## src/rtl/keypad_pkg.sv

```systemverilog
// Shared definitions for the 4x4 keypad emulator and the scanner decode:
// key codes, emulator states and the code -> {row, col} mapping.
package keypad_pkg;

    localparam logic [3:0] KEY_0    = 4'd0;
    localparam logic [3:0] KEY_1    = 4'd1;
    localparam logic [3:0] KEY_2    = 4'd2;
    localparam logic [3:0] KEY_3    = 4'd3;
    localparam logic [3:0] KEY_4    = 4'd4;
    localparam logic [3:0] KEY_5    = 4'd5;
    localparam logic [3:0] KEY_6    = 4'd6;
    localparam logic [3:0] KEY_7    = 4'd7;
    localparam logic [3:0] KEY_8    = 4'd8;
    localparam logic [3:0] KEY_9    = 4'd9;
    localparam logic [3:0] KEY_A    = 4'd10;
    localparam logic [3:0] KEY_B    = 4'd11;
    localparam logic [3:0] KEY_C    = 4'd12;
    localparam logic [3:0] KEY_D    = 4'd13;
    localparam logic [3:0] KEY_HASH = 4'd14;
    localparam logic [3:0] KEY_STAR = 4'd15;

    typedef enum logic [1:0] {
        IDLE,
        PRESS,
        RELEASE
    } emu_state_t;

    typedef struct packed {
        logic [1:0] row;
        logic [1:0] col;
    } key_pos_t;

    // Physical position of each key; bit index of filas/columnas = row/col number.
    function automatic key_pos_t code_to_pos(input logic [3:0] code);
        key_pos_t pos;
        case (code)
            KEY_1:    pos = '{row: 2'd0, col: 2'd0};
            KEY_2:    pos = '{row: 2'd0, col: 2'd1};
            KEY_3:    pos = '{row: 2'd0, col: 2'd2};
            KEY_A:    pos = '{row: 2'd0, col: 2'd3};
            KEY_4:    pos = '{row: 2'd1, col: 2'd0};
            KEY_5:    pos = '{row: 2'd1, col: 2'd1};
            KEY_6:    pos = '{row: 2'd1, col: 2'd2};
            KEY_B:    pos = '{row: 2'd1, col: 2'd3};
            KEY_7:    pos = '{row: 2'd2, col: 2'd0};
            KEY_8:    pos = '{row: 2'd2, col: 2'd1};
            KEY_9:    pos = '{row: 2'd2, col: 2'd2};
            KEY_C:    pos = '{row: 2'd2, col: 2'd3};
            KEY_STAR: pos = '{row: 2'd3, col: 2'd0};
            KEY_0:    pos = '{row: 2'd3, col: 2'd1};
            KEY_HASH: pos = '{row: 2'd3, col: 2'd2};
            default:  pos = '{row: 2'd3, col: 2'd3};  // KEY_D
        endcase
        return pos;
    endfunction

endpackage

```

## src/rtl/keypad_code_map.sv

```systemverilog
// Combinational translation of a 4-bit key code into its row and column.
module keypad_code_map
    import keypad_pkg::*;
(
    input  logic [3:0] code,
    output logic [1:0] row,
    output logic [1:0] col
);

    key_pos_t pos;

    // Look the code up in the shared keypad layout.
    always_comb begin
        pos = code_to_pos(code);
        row = pos.row;
        col = pos.col;
    end

endmodule

```

## src/rtl/teclado_emulador.sv

```systemverilog
// 4x4 matrix-keypad emulator: accepts a key request, closes the matching
// row/column "switch" for HOLD_CYCLES, then opens it for GAP_CYCLES.
module teclado_emulador
    import keypad_pkg::*;
#(
    parameter int HOLD_CYCLES = 1_080_000,
    parameter int GAP_CYCLES  = 1_080_000
) (
    input  logic       clk,
    input  logic       rst_n,
    input  logic [3:0] filas,
    output logic [3:0] columnas,
    input  logic [3:0] key_code,
    input  logic       key_valid,
    output logic       key_ready,
    output logic       busy,
    input  logic       abort,
    output logic       done,
    output logic       aborted
);

    localparam int MAX_CYCLES = (HOLD_CYCLES > GAP_CYCLES) ? HOLD_CYCLES : GAP_CYCLES;
    localparam int CNT_W      = $clog2(MAX_CYCLES + 1);

    localparam logic [CNT_W-1:0] HOLD_LOAD = CNT_W'(HOLD_CYCLES - 1);
    localparam logic [CNT_W-1:0] GAP_LOAD  = CNT_W'(GAP_CYCLES - 1);

    emu_state_t       state_q, state_d;
    logic [CNT_W-1:0] cnt_q, cnt_d;
    logic [1:0]       row_q, row_d;
    logic [1:0]       col_q, col_d;
    logic             done_q, done_d;
    logic             aborted_q, aborted_d;

    logic [1:0]       map_row;
    logic [1:0]       map_col;

    keypad_code_map u_code_map (
        .code (key_code),
        .row  (map_row),
        .col  (map_col)
    );

    // Next-state logic: the counter is reloaded on every state entry and only counts down.
    always_comb begin
        state_d   = state_q;
        cnt_d     = cnt_q;
        row_d     = row_q;
        col_d     = col_q;
        aborted_d = aborted_q;
        done_d    = 1'b0;
        case (state_q)
            IDLE: begin
                if (key_valid) begin
                    row_d     = map_row;
                    col_d     = map_col;
                    aborted_d = 1'b0;
                    cnt_d     = HOLD_LOAD;
                    state_d   = PRESS;
                end
            end
            PRESS: begin
                if (cnt_q == '0 || abort) begin
                    cnt_d   = GAP_LOAD;
                    state_d = RELEASE;
                    if (abort) begin
                        aborted_d = 1'b1;
                    end
                end else begin
                    cnt_d = cnt_q - CNT_W'(1);
                end
            end
            RELEASE: begin
                if (cnt_q == '0) begin
                    state_d = IDLE;
                    done_d  = 1'b1;
                end else begin
                    cnt_d = cnt_q - CNT_W'(1);
                end
            end
            default: begin
                state_d = IDLE;
            end
        endcase
    end

    // State register with asynchronous reset that discards any press in flight.
    always_ff @(posedge clk or negedge rst_n) begin
        if (!rst_n) begin
            state_q   <= IDLE;
            cnt_q     <= '0;
            row_q     <= 2'd0;
            col_q     <= 2'd0;
            done_q    <= 1'b0;
            aborted_q <= 1'b0;
        end else begin
            state_q   <= state_d;
            cnt_q     <= cnt_d;
            row_q     <= row_d;
            col_q     <= col_d;
            done_q    <= done_d;
            aborted_q <= aborted_d;
        end
    end

    // Behave like a closed switch: the column follows the latched row strobe with no register.
    always_comb begin
        columnas = 4'b0000;
        if (state_q == PRESS && filas[row_q]) begin
            columnas = 4'b0001 << col_q;
        end
    end

    assign key_ready = (state_q == IDLE);
    assign busy      = !key_ready;
    assign done      = done_q;
    assign aborted   = aborted_q;

endmodule

```

## config.mk

```make
export PLATFORM = sky130hd
export DESIGN_NAME = teclado_emulador
export DESIGN_NICKNAME = d
export VERILOG_FILES = /design/src/rtl/keypad_pkg.sv /design/src/rtl/keypad_code_map.sv /design/src/rtl/teclado_emulador.sv
export SDC_FILE = /design/constraint.sdc
export NUM_CORES = 1
export LEC_CHECK = 0
export CORE_MARGIN = 4
export CORE_UTILIZATION = 50
export CTS_CLUSTER_DIAMETER = 30
export DETAILED_ROUTE_END_ITERATION = 8
export PLACE_DENSITY = 0.72
export SETUP_SLACK_MARGIN = 0.15
export SLEW_MARGIN = 5
export SYNTH_ARGS = -nofsm -noshare
export SYNTH_HDL_FRONTEND = slang
export SYNTH_SLANG_ARGS = --single-unit
```

## constraint.sdc

```tcl
create_clock -name clk -period 5.9 [get_ports clk]
set_clock_uncertainty 0.15 [all_clocks]
set_input_delay 1.18 -clock clk [delete_from_list [all_inputs] [get_ports clk]]
set_output_delay 1.18 -clock clk [all_outputs]
set_load 0.02 [all_outputs]
```

==> flow_metrics.env, run 1 <==
export IMPL_rows=22
export IMPL_n_fill_cell=331
export IMPL_routed_top_layer="met4"
export IMPL_cp_data_required_time_ns=4.57
export IMPL_synth_area_sq_um=1890
export IMPL_dieArea_sq_um=4820
export IMPL_nNetsFinal=250
export IMPL_design_core_area_sq_um=3660
export IMPL_boundaryPins=20
export IMPL_hold_path_class="flop to flop"
export IMPL_start_util_pct=51.5
export IMPL_start_kind="primary input"
export IMPL_synth_fp_nets=228
export IMPL_ys_seq_area_share_pct=38.5
export IMPL_drive_above_1_share_pct=11.2
export IMPL_synth_edf_count=0
export IMPL_ys_flop_type="dfrtp_1"
export IMPL_slew_viol_final=0
export IMPL_hp_start="row_q[1]"
export IMPL_reg2reg_depth=7
export IMPL_dr_total_vias=1688
export IMPL_power_leakage_nw=0.882
export IMPL_grt_pass1_vias=1585
export IMPL_drc=0
export IMPL_criticalPathCategory="primary input to output pin"
export IMPL_placed_cells=274
export IMPL_grt_max_degree=30
export IMPL_worst_endpoint_arrival_ns=2.80
export IMPL_grt_antenna_before_repair=0
export IMPL_clk_pin_slew_ns=0.06
export IMPL_wl_met3_um=192
export IMPL_critical_path_depth=5
export IMPL_cp_cell_sequence="clkdlybuf4s50_1 > mux4_2 > nand2_1 > nor3b_1 > clkdlybuf4s50_1"
export IMPL_peakVddDrop_mv=0.221
export IMPL_cpMaxStageDelayCell="clkdlybuf4s50_1"
export IMPL_cp_top_family="buffers and inverters"
export IMPL_syn_area_per_cell_sq_um=8.94
export IMPL_synth_async_reset_ratio_pct=100
export IMPL_critPathMaxStageDelay_ns=0.64
export IMPL_drtIter0Drc=119
export IMPL_fmax_ghz=0.242
export IMPL_wirelength_um=4200
export IMPL_slew_headroom_pct=52.0
export IMPL_cts_num_sinks=29
export IMPL_hold_depth=2
export IMPL_grt_pass1_wl_um=7280
export IMPL_ys_ff_latch=29
export IMPL_hold_viol_final=0
export IMPL_vias_per_cell=6.01
export IMPL_dr_pass1_iters=7
export IMPL_ant_nets=0
export IMPL_status="complete, no violations"
export IMPL_grt_ovfl_total=0
export IMPL_cts_buffer_depth=2
export IMPL_wl_met2_um=2020
export IMPL_cts_tree="built"
export IMPL_gp_congestion=0.811
export IMPL_reg2reg_from="state_q[0]"
export IMPL_synth_warnings=0
export IMPL_ctsHoldBuffers=0
export IMPL_clkLatencyLatePin_ns=0.28
export IMPL_setup_slack_ns=1.77
export IMPL_period_minus_slack_ns=4.13
export IMPL_finalSetupTns_ns=0
export IMPL_cp_max_fo=3
export IMPL_cts_setup_buffers=0
export IMPL_cts_htree_levels=2
export IMPL_area_growth_pct=16.4
export IMPL_n_antenna_cell=0
export IMPL_rsz0062_at_grt="false"
export IMPL_synth_cells=211
export IMPL_portBuffers=19
export IMPL_cp_end_kind="output pin"
export IMPL_synth_cell_types=51
export IMPL_post_cts_resized=0
export IMPL_cts_made_buffers=5
export IMPL_dpl_worst_slack_ns=1.76
export IMPL_cpMostUsedCell="clkdlybuf4s50_1"
export IMPL_cts_root_buffer_cell="clkbuf_8"
export IMPL_power_density_nw_per_um2=491
export IMPL_fp_dieH_um=69.4
export IMPL_wl_met1_um=1930
export IMPL_hpwl_um=2990
export IMPL_cp_num_buf_inv=2
export IMPL_die_w_um=69.4
export IMPL_cap_viol_max_count=0
export IMPL_wl_per_cell_um=15.0
export IMPL_final_period_utilization_pct=70.0
export IMPL_setup_viol=0
export IMPL_tightest_slew_ns=0.717
export IMPL_grtUsageTotal_pct=18.7
export IMPL_fin_cells=281
export IMPL_worstSetupStartpoint="filas[1]"
-- registers in the layout (all words and copies together) (netlist names) --
signal,flops
cnt_q,21
state_q,2
done,1
row_q,2
col_q,2
aborted,1
-- final timing paths --
| path | to | slack (ns) |
|---|---|---|
| worst min-delay path | row_q[1] | 0.36 |
| worst max-delay path | columnas[1] | 1.77 |
| worst min register to register | row_q[1] | 0.36 |
| worst max register to register | cnt_q[18] | 3.20 |
| max in group asynchronous | cnt_q[4] | 4.18 |
| min in group asynchronous | state_q[0] | 1.14 |
-- where the power goes --
group / internal [mW] / switching (mW) / total (mW)
Combinational: 0.239 / 0.341 / 0.580
Sequential: 0.264 / 0.0687 / 0.333
Clock: 0.0923 / 0.0725 / 0.165
Total: 0.596 / 0.482 / 1.08
-- worst reg2reg max path: stages (launching register included) --
cell and delay [ns]:
dfrtp_1 0.35, inv_1 0.08, ha_1 0.30, or2_2 0.42, o21ai_0 0.53, a31oi_1 0.30
and4_1 0.30, o21ba_1 0.17
-- metal layers --
layer | GRT usage, % | vias to the layer above
met4 | 6.29 | 0
met1 | 23.6 | 803
met3 | 6.09 | 5
met5 | 0 | -
met2 | 30.1 | 36
li1 | - | 844
-- placed cells by master, fill, tap and decap left out, types with 3 or more instances in the layout --
cell	Yosys	final
nand2_1	13	13
a31oi_1	6	6
nor3b_1	3	3
a21oi_1	28	28
buf_4	2	3
nor3_1	5	5
nor2_1	12	12
nor4_1	6	6
o22a_1	4	4
or4_1	6	6
mux2i_1	3	3
ha_1	5	5
o31ai_1	7	7
inv_1	16	16
or3_1	4	4
and2_1	3	3
nand2b_1	3	3
o21ai_0	14	14
clkbuf_8	0	6
or2_2	4	4
dfrtp_1	29	29
clkdlybuf4s50_1	0	19
-- Yosys cell counts (3+ instances only) --
cell	instances	share of area, %
a21oi_1	28	7.4
a31oi_1	6	2.0
and2_1	3	0.99
dfrtp_1	29	38
ha_1	5	3.3
inv_1	16	3.2
mux2i_1	3	1.6
nand2_1	13	2.6
nand2b_1	3	0.99
nor2_1	12	2.4
nor3_1	5	1.3
nor3b_1	3	1.2
nor4_1	6	2.0
o21ai_0	14	3.7
o22a_1	4	1.9
o31ai_1	7	2.8
or2_2	4	1.3
or3_1	4	1.3
or4_1	6	2.4
-- cells by family (layout without fill, tap and decap cells) --
kind of cell | count (synthesis) | after routing | share of synthesized area [%]
simple gates | 73 | 73 | 23.2
mux | 5 | 5 | 3.38
buf+inv | 23 | 45 | 5.83
fa+ha+maj | 5 | 5 | 3.32
xor+xnor | 1 | 1 | 0.464
compound gates | 75 | 75 | 25.3
flops | 29 | 29 | 38.5
-- per-stage QoR --
step | hold slack (ns) | utilization (%) | area [sq um] | power [mW]
3_5_place_dp | 0.348 | 57.6 | 2110 | 0.911
4_1_cts | 0.360 | 60.0 | 2200 | 1.08
6_report | 0.358 | 60.0 | 2200 | 1.08
3_3_place_gp | 0.339 | 57.6 | 2110 | 0.904
2_1_floorplan | 0.308 | - | 1890 | 0.770
5_1_grt | 0.401 | 60.0 | 2200 | 1.17
-- cell type report --
type                       instances  area [sq um]  area share, %
multi-input combinational        159          1050           47.9
inverter                          16          60.1           2.74
sequential                        29           726           33.0
clock buffer                       7          86.3           3.93
tap                               48          60.1           2.74
timing repair buffer              22           213           9.69
(Power assumes the default switching activity.)
==> inputs of run 2 (changes only) <==
Clock period 5.9 ns to 4.2 ns, I/O delays scaled along.
==> run 2 against run 1 <==
Effect of this change: die area did not move; clock power rose by 36%; first-iteration DRC count fell by 11%; combinational power rose by 41%; worst hold slack got worse by 0.0014 ns; cell count rose by 0.36%; non-clock buffer count did not move; via count fell by 0.65%; worst setup slack got worse by 1.0 ns; largest cell class unchanged; highest routed layer unchanged.
==> flow_metrics.env, run 2 (synthesized netlist as in run 1, its figures left out) <==
export IMPL_status="complete, no violations"
export IMPL_placed_cell_area_sq_um=2110
export IMPL_start_kind="primary input"
export IMPL_cap_viol_max_count=0
export IMPL_cts_made_buffers=5
export IMPL_dr_total_vias=1677
export IMPL_hold_depth=2
export IMPL_rows=22
export IMPL_register_area_sq_um=726
export IMPL_rsz0062_at_grt="false"
export IMPL_dieArea_sq_um=4820
export IMPL_hold_path_class="flop to flop"
export IMPL_portBuffers=19
export IMPL_ant_nets=0
export IMPL_cts_tree="built"
export IMPL_cts_htree_levels=2
export IMPL_grtUsageTotal_pct=18.9
export IMPL_cts_buffer_depth=2
export IMPL_hold_viol_final=0
export IMPL_area_growth_pct=16.0
export IMPL_min_to="row_q[1]"
export IMPL_power_leakage_nw=0.878
export IMPL_drc=0
export IMPL_peakVddDrop_mv=0.335
export IMPL_setup_viol=0
export IMPL_cp_data_required_time_ns=3.21
export IMPL_reg2reg_setup_slack_ns=1.46
export IMPL_multiInputGateArea_sq_um=1050
export IMPL_cts_setup_buffers=0
export IMPL_fp_dieH_um=69.4
export IMPL_criticalPathCategory="primary input to output pin"
export IMPL_reg2reg_from="state_q[0]"
export IMPL_die_w_um=69.4
export IMPL_period_minus_slack_ns=3.46
export IMPL_gp_congestion=0.811
export IMPL_drive_above_1_share_pct=10.7
export IMPL_worst_endpoint_arrival_ns=2.47
export IMPL_grt_pass1_vias=1628
export IMPL_cts_num_sinks=29
export IMPL_reg2reg_depth=7
export IMPL_wirelength_um=4370
export IMPL_stdcell_area_sq_um=2190
export IMPL_grt_max_degree=30
export IMPL_fmax_ghz=0.289
export IMPL_start_util_pct=51.5
export IMPL_clk_pin_slew_ns=0.06
export IMPL_power_density_nw_per_um2=689
export IMPL_grt_pass1_wl_um=7420
export IMPL_cts_root_buffer_cell="clkbuf_8"
export IMPL_largest_register="cnt_q"
export IMPL_n_fill_cell=331
export IMPL_ctsHoldBuffers=0
export IMPL_nNetsFinal=250
export IMPL_n_antenna_cell=0
export IMPL_hp_start="row_q[1]"
export IMPL_final_common_cell="dfrtp_1"
export IMPL_slew_headroom_pct=50.4
export IMPL_placed_cells=274
export IMPL_finish_utilization_pct=59.8
export IMPL_largest_register_ffs=21
export IMPL_mostFrequentLayoutCells="dfrtp_1 (29), a21oi_1 (28), clkdlybuf4s50_1 (19), inv_1 (16), o21ai_0 (14)"
export IMPL_cp_end_kind="output pin"
export IMPL_dr_pass1_iters=4
export IMPL_boundaryPins=20
export IMPL_grt_ovfl_total=0
export IMPL_wl_per_cell_um=15.5
export IMPL_fin_cells=282
export IMPL_tightest_slew_ns=0.741
export IMPL_clkLatencyLatePin_ns=0.28
export IMPL_finalSetupTns_ns=0
export IMPL_final_period_utilization_pct=82.5
export IMPL_post_cts_resized=0
export IMPL_grt_antenna_before_repair=0
export IMPL_hpwl_um=3080
export IMPL_drtIter0Drc=106
export IMPL_cp_max_fo=3
export IMPL_design_core_area_sq_um=3660
export IMPL_reg2reg_to="cnt_q[18]"
export IMPL_slew_viol_final=0
export IMPL_vias_per_cell=5.95
-- run 2: cell types whose count changed in the layout (fill, tap and decap cells not counted) --
cell      before  now
clkbuf_8       6    5
clkbuf_1       1    3
-- run 2: cell type report --
| cell class | count | area share (%) |
|---|---|---|
| repair buffers | 22 | 9.71 |
| inverters | 16 | 2.74 |
| flip-flops and latches | 29 | 33.1 |
| clock buffers | 8 | 3.66 |
| well taps | 48 | 2.74 |
| multi-input cells | 159 | 48.0 |
-- run 2: stage by stage --
step,hold WS [ns],worst slack [ns],power [mW]
finish,0.357,0.737,1.51
global route,0.399,0.663,1.63
CTS,0.360,0.721,1.51
detailed placement,0.347,0.721,1.29
global placement,0.338,0.769,1.27
floorplan,0.308,1.53,1.08
-- run 2: critical path, stage by stage --
cell and delay (ns):
clkdlybuf4s50_1 0.46, mux4_2 0.24, nand2_1 0.09, nor3b_1 0.22, clkdlybuf4s50_1 0.63
-- run 2: power by group --
part | switching [mW] | internal (mW)
logic | 0.483 | 0.336
clock network | 0.107 | 0.118
registers | 0.0952 | 0.371
-- run 2: layer usage --
layer | GRT usage [%] | part of all wire [%] | up-vias
li1 | - | - | 839
met1 | 24.4 | 46 | 790
met2 | 30.0 | 48 | 40
met3 | 4.78 | 4.0 | 8
met4 | 7.81 | 1.6 | 0
met5 | 0 | 0 | -
-- run 2: worst max-delay path by stage --
stage | from | end | slack, ns | depth (start not counted)
after floorplan | filas[1] | columnas[1] | 1.53 | 3
after global placement | filas[3] | columnas[3] | 0.77 | 4
after detailed placement | filas[1] | columnas[1] | 0.72 | 5
after CTS | filas[1] | columnas[1] | 0.72 | 5
after global routing | filas[1] | columnas[1] | 0.66 | 5
final | filas[1] | columnas[1] | 0.74 | 5
